### config.mk
export PLATFORM = sky130hd
export DESIGN_NAME = load_store_unit
export DESIGN_NICKNAME = d
export VERILOG_FILES = /design/src/rtl/ls_pkg.sv /design/src/rtl/load_extend.sv /design/src/rtl/load_store_unit.sv
export SDC_FILE = /design/constraint.sdc
export NUM_CORES = 1
export LEC_CHECK = 0
export ABC_AREA = 0
export BUFFER_PORTS_ARGS = -buffer_cell sky130_fd_sc_hd__buf_2
export CORE_MARGIN = 1.5
export CORE_UTILIZATION = 38
export DETAILED_ROUTE_END_ITERATION = 7
export PLACE_DENSITY = 0.66
export SYNTH_ARGS = -nofsm -noshare
export SYNTH_HDL_FRONTEND = slang
export SYNTH_HIERARCHICAL = 1
export SYNTH_SLANG_ARGS = --single-unit
### constraint.sdc
create_clock -name clock -period 2.57 [get_ports clock]
set_clock_uncertainty 0.2 [all_clocks]
set_input_delay 0 -clock clock [delete_from_list [all_inputs] [get_ports clock]]
set_output_delay 0 -clock clock [all_outputs]
set_load 0.03 [all_outputs]
### src/rtl/ls_pkg.sv
// Shared definitions for the load/store unit: DataType codes, FSM states and
// the alignment rule used to reject misaligned half/word accesses.
package ls_pkg;

  localparam logic [1:0] DT_WORD     = 2'b00;
  localparam logic [1:0] DT_BYTE     = 2'b01;
  localparam logic [1:0] DT_HALF     = 2'b10;
  localparam logic [1:0] DT_WORD_ALT = 2'b11;

  typedef enum logic [1:0] {
    IDLE  = 2'd0,
    WRITE = 2'd1,
    READ  = 2'd2,
    RESP  = 2'd3
  } lsState_e;

  // Half needs addr[0]==0, word needs addr[1:0]==0, bytes are always aligned.
  function automatic logic isMisaligned(input logic [1:0] dataType,
                                        input logic [1:0] addrLow);
    logic mis;
    case (dataType)
      DT_BYTE: mis = 1'b0;
      DT_HALF: mis = addrLow[0];
      default: mis = (addrLow != 2'b00);
    endcase
    return mis;
  endfunction

endpackage

### src/rtl/load_extend.sv
// Combinational load-data extension: keeps the low byte or half-word, clears
// the upper bits and optionally replicates the sign bit. Words pass through.
// Also used by the writeback path, so it carries no state.
module load_extend
  import ls_pkg::*;
#(
  parameter int DATA_WIDTH = 32
) (
  input  logic [DATA_WIDTH-1:0] rawData,
  input  logic [1:0]            dataType,
  input  logic                  isSigned,
  output logic [DATA_WIDTH-1:0] extData
);

  // Select lane width and fill the upper bits with zero or the sign bit.
  always_comb begin
    extData = rawData;
    case (dataType)
      DT_BYTE: extData = {{(DATA_WIDTH-8){isSigned & rawData[7]}}, rawData[7:0]};
      DT_HALF: extData = {{(DATA_WIDTH-16){isSigned & rawData[15]}}, rawData[15:0]};
      default: extData = rawData;
    endcase
  end

endmodule

### src/rtl/load_store_unit.sv
// Initiator side of the byte-lane data memory port. Accepts one load/store at
// a time, drives the memory strobes, waits out the read latency and returns a
// single registered response (extended load data or a misalignment error).
module load_store_unit
  import ls_pkg::*;
#(
  parameter int DATA_WIDTH       = 32,
  parameter int ADDR_WIDTH       = 8,
  parameter int READ_LATENCY     = 1,
  parameter int ALLOW_MISALIGNED = 1
) (
  input  logic                  clock,
  input  logic                  reset_n,
  input  logic                  req_valid,
  output logic                  req_ready,
  input  logic                  req_write,
  input  logic [1:0]            req_type,
  input  logic                  req_signed,
  input  logic [ADDR_WIDTH-1:0] req_addr,
  input  logic [DATA_WIDTH-1:0] req_wdata,
  output logic                  resp_valid,
  input  logic                  resp_ready,
  output logic [DATA_WIDTH-1:0] resp_data,
  output logic                  resp_err,
  output logic [ADDR_WIDTH-1:0] mem_addr,
  output logic [DATA_WIDTH-1:0] mem_wdata,
  output logic                  mem_esc,
  output logic                  mem_read,
  output logic [1:0]            mem_type,
  input  logic [DATA_WIDTH-1:0] mem_rdata
);

  localparam logic [2:0] LAT_INIT = 3'(READ_LATENCY - 1);

  lsState_e              state_r, nextState_s;
  logic [2:0]            count_r, nextCount_s;
  logic                  signed_r, nextSigned_s;
  logic [ADDR_WIDTH-1:0] nextAddr_s;
  logic [DATA_WIDTH-1:0] nextWdata_s;
  logic [1:0]            nextType_s;
  logic                  nextEsc_s, nextRead_s;
  logic                  nextRespValid_s, nextRespErr_s;
  logic [DATA_WIDTH-1:0] nextRespData_s;
  logic [DATA_WIDTH-1:0] extData_s;

  assign req_ready = (state_r == IDLE);

  load_extend #(.DATA_WIDTH(DATA_WIDTH)) uExtend (
    .rawData  (mem_rdata),
    .dataType (mem_type),
    .isSigned (signed_r),
    .extData  (extData_s)
  );

  // Next-state and next-output logic; every register holds unless changed.
  always_comb begin
    nextState_s     = state_r;
    nextCount_s     = count_r;
    nextSigned_s    = signed_r;
    nextAddr_s      = mem_addr;
    nextWdata_s     = mem_wdata;
    nextType_s      = mem_type;
    nextEsc_s       = 1'b0;
    nextRead_s      = mem_read;
    nextRespValid_s = resp_valid;
    nextRespErr_s   = resp_err;
    nextRespData_s  = resp_data;
    case (state_r)
      IDLE: begin
        if (req_valid) begin
          nextAddr_s   = req_addr;
          nextWdata_s  = req_wdata;
          nextType_s   = req_type;
          nextSigned_s = req_signed;
          if ((ALLOW_MISALIGNED == 0) && isMisaligned(req_type, req_addr[1:0])) begin
            nextState_s     = RESP;
            nextRespValid_s = 1'b1;
            nextRespErr_s   = 1'b1;
            nextRespData_s  = '0;
          end else if (req_write) begin
            nextState_s = WRITE;
            nextEsc_s   = 1'b1;
          end else begin
            nextState_s = READ;
            nextRead_s  = 1'b1;
            nextCount_s = LAT_INIT;
          end
        end else begin
          nextState_s = IDLE;
        end
      end
      WRITE: begin
        // The write strobe was raised on accept and drops here after one cycle.
        nextState_s     = RESP;
        nextRespValid_s = 1'b1;
        nextRespErr_s   = 1'b0;
        nextRespData_s  = '0;
      end
      READ: begin
        if (count_r == 3'd0) begin
          nextState_s     = RESP;
          nextRead_s      = 1'b0;
          nextRespValid_s = 1'b1;
          nextRespErr_s   = 1'b0;
          nextRespData_s  = extData_s;
        end else begin
          nextCount_s = count_r - 3'd1;
        end
      end
      RESP: begin
        if (resp_ready) begin
          nextState_s     = IDLE;
          nextRespValid_s = 1'b0;
          nextRespErr_s   = 1'b0;
        end else begin
          nextState_s = RESP;
        end
      end
      default: begin
        nextState_s     = IDLE;
        nextRead_s      = 1'b0;
        nextRespValid_s = 1'b0;
        nextRespErr_s   = 1'b0;
      end
    endcase
  end

  // State and registered outputs; reset abandons any in-flight access.
  always_ff @(posedge clock or negedge reset_n) begin
    if (!reset_n) begin
      state_r    <= IDLE;
      count_r    <= 3'd0;
      signed_r   <= 1'b0;
      mem_addr   <= '0;
      mem_wdata  <= '0;
      mem_type   <= 2'b00;
      mem_esc    <= 1'b0;
      mem_read   <= 1'b0;
      resp_valid <= 1'b0;
      resp_err   <= 1'b0;
      resp_data  <= '0;
    end else begin
      state_r    <= nextState_s;
      count_r    <= nextCount_s;
      signed_r   <= nextSigned_s;
      mem_addr   <= nextAddr_s;
      mem_wdata  <= nextWdata_s;
      mem_type   <= nextType_s;
      mem_esc    <= nextEsc_s;
      mem_read   <= nextRead_s;
      resp_valid <= nextRespValid_s;
      resp_err   <= nextRespErr_s;
      resp_data  <= nextRespData_s;
    end
  end

endmodule

==> results.sh <==
export IMPL_cts_made_buffers=9
export IMPL_post_cts_resized=0
export IMPL_fp_dieW_um=102
export IMPL_timing_reg2reg_setup_slack_ns=0.34
export IMPL_cp_arrival_ns=2.29
export IMPL_place_hpwl_um=6150
export IMPL_path_cells="inv_1, ha_1, and3_1, dlygate4sd3_1, a21oi_1, a22oi_1"
export IMPL_path_clk_slew_ns=0.09
export IMPL_fmax_mhz=449
export IMPL_drtAntennaViolNets=0
export IMPL_synth_distinct_cells=39
export IMPL_clockBufferDepth=2
export IMPL_postSynthCellCount=287
export IMPL_grt_first_pass_wirelength_um=14600
export IMPL_start_kind="flip-flop"
export IMPL_r2r_worst_path_cells=6
export IMPL_cts_root_buf="clkbuf_8"
export IMPL_synth_top_family_by_area="compound AO/OA/AOI/OAI gates"
export IMPL_yosys_mux_area_fraction=0.134
export IMPL_wl_per_cell_um=14.9
export IMPL_area_growth_syn_to_layout_pct=48.1
export IMPL_drv_cap=0
export IMPL_async_reset_ff_frac=1.00
export IMPL_avgSynthCellArea_um2=12.9
export IMPL_critPathKind="flip-flop to flip-flop"
export IMPL_status="complete, no violations"
export IMPL_synth_edff_count=0
export IMPL_r2r_start="state_r[0]$_DFFE_PN0N_"
export IMPL_grt_util_all_layers=0.185
export IMPL_drc=0
export IMPL_globalRouteOverflowTotal=0
export IMPL_total_power_mw=6.76
export IMPL_post_drt_via_cell_ratio=4.77
export IMPL_cp_slowest_stage_delay_ns=0.57
export IMPL_num_nets_final=601
export IMPL_tightest_slew_ns=1.03
export IMPL_min_path_type="input pin to asynchronous set/reset pin"
export IMPL_start_util=0.397
export IMPL_diodes=0
export IMPL_rsz0062_at_grt="no"
export IMPL_ys_seq_area_frac=0.562
export IMPL_io_buffers=157
export IMPL_cp_required_ns=2.63
export IMPL_slowest_stage="dlygate4sd3_1"
export IMPL_wl_um=9650
export IMPL_num_vias=3087
export IMPL_antenna_found_initial=0
export IMPL_cp_end_kind="flip-flop"
export IMPL_leakagePower_nw=2.81
export IMPL_rows=35
export IMPL_synthMostInstantiatedCell="dfrtp_1"
export IMPL_report_final_slew_viol_count=0
export IMPL_first_pass_iters=4
export IMPL_synth_main_ff_cell="dfrtp_1"
export IMPL_synth_adder_area_share=0.0271
export IMPL_cts_sinks=83
export IMPL_dieArea_mm2=0.0103
export IMPL_finalHoldViolations=0
export IMPL_p_per_area_mw_per_mm2=1230
export IMPL_tns_ns=0
export IMPL_syn_area_mm2=0.00370
export IMPL_ir_drop_mv=0.595
export IMPL_drive_above_1_share=0.359
export IMPL_fin_crit_sh=0.866
export IMPL_synth_compound_area_share=0.146
export IMPL_post_route_util=0.587
export IMPL_finalSetupViolations=0
export IMPL_critPathMaxFanout=12
export IMPL_ys_seq_elements=83
export IMPL_slew_headroom=0.314
export IMPL_first_iter_violations=68
export IMPL_reg2reg_to="state_r[0]$_DFFE_PN0N_"
export IMPL_yosysWarnings=6
export IMPL_synth_area_leader_cell="dfrtp_1"
export IMPL_synth_simple_area_share=0.0633
export IMPL_cp_num_buf_inv=2
export IMPL_htreeDepth=3
export IMPL_gp_congestion=0.791
export IMPL_grt_max_degree=84
export IMPL_io_pins=159
export IMPL_path_delay_family="buffers and inverters"
export IMPL_insertion_delay_ns=0.34
export IMPL_cts_tree="yes"
export IMPL_grt_pass1_vias=2929
export IMPL_synth_top_area_frac=0.562
export IMPL_synth_area_leaders="dfrtp_1 56%, mux2_1 12%, a22o_1 7.6%"
export IMPL_postCtsSetupBuffers=0
export IMPL_synth_xor_area_frac=0
export IMPL_die_y_um=102
export IMPL_final_min_clock_period_ns=2.23
export IMPL_core_mm2=0.00933
export IMPL_synthTopCellsByCount="83 x dfrtp_1, 40 x mux2_1, 32 x a22o_1"
export IMPL_synthesis_nets=375
==> worst max-delay path by stage <==
stage	endpoint	startpoint	cells after the start	slack, ns
CTS	state_r[0]$_DFFE_PN0N_	state_r[0]$_DFFE_PN0N_	6	0.34
detailed placement	mem_wdata[17]$_DFFE_PN0P_	state_r[0]$_DFFE_PN0N_	5	0.54
finish	state_r[0]$_DFFE_PN0N_	state_r[0]$_DFFE_PN0N_	6	0.34
global route	state_r[0]$_DFFE_PN0N_	state_r[1]$_DFFE_PN0N_	6	0.20
floorplan	resp_data[10]$_DFFE_PN0P_	mem_type[0]$_DFFE_PN0P_	7	0.54
global placement	mem_addr[0]$_DFFE_PN0P_	state_r[0]$_DFFE_PN0N_	5	0.59
==> cell type report <==
cell class              count  area (um^2)
well taps                 129          161
inverters                   9         33.8
fillers                   778         3850
multi-input cells         167         1380
flip-flops and latches     83         2080
clock buffers              11          131
repair buffers            243         1630
clock inverters             5         62.6
==> report_power, final <==
part           switching, mW  total (mW)  internal [mW]
sequential             0.307        2.18           1.87
clock                  0.473       0.928          0.455
combinational           2.37        3.65           1.28
total                   3.15        6.76           3.61
==> placed cells by master, fill, tap and decap left out, types with 4 or more instances in the layout <==
master | netlist | layout
a21o_1 | 8 | 8
a22o_1 | 32 | 32
buf_2 | 12 | 156
buf_4 | 10 | 7
clkbuf_8 | 0 | 9
dfrtp_1 | 83 | 83
dlygate4sd3_1 | 0 | 80
ha_1 | 8 | 8
inv_1 | 9 | 9
mux2_1 | 40 | 40
nand2_1 | 20 | 19
nand2b_1 | 4 | 4
o21ai_1 | 16 | 16
==> what timing repair did <==
action                     4_1_cts  5_1_grt
setup endpoints to repair        0        0
hold endpoints to repair       166        0
hold buffers                    80        0
==> kinds of logic after synthesis <==
| family | count (synthesis) |
|---|---|
| multiplexers | 44 |
| buffers and inverters | 37 |
| AO/OA/AOI/OAI | 71 |
| flip-flops | 83 |
| adder cells (fa/ha/maj) | 8 |
| AND/OR/NAND/NOR | 43 |
| other | 1 |
==> state kept, by name, indices dropped and copies added, names as in the netlist <==
signal      cells
mem_wdata      32
signed_r        1
mem_esc         1
state_r         2
resp_data      32
resp_valid      1
mem_type        2
count_r         3
mem_read        1
mem_addr        8
==> metal layers <==
layer / part of all wire / wire length (um) / GRT usage / vias to the layer above
li1: - / - / - / 1470
met1: 0.43 / 4150 / 0.234 / 1470
met2: 0.47 / 4500 / 0.302 / 132
met3: 0.085 / 825 / 0.0531 / 15
met4: 0.018 / 176 / 0.0716 / 0
met5: 0 / 0 / 0 / -
==> per-stage QoR <==
stage	setup WS [ns]	std cells	area (um^2)	hold WS, ns
after floorplan	0.545	287	3700	-0.496
after global placement	0.587	551	4480	0.00969
after detailed placement	0.545	551	4480	0.0156
after CTS	0.345	647	5480	0.172
after global routing	0.198	647	5480	0.199
final	0.344	647	5480	0.186
(Power assumes the default switching activity.)
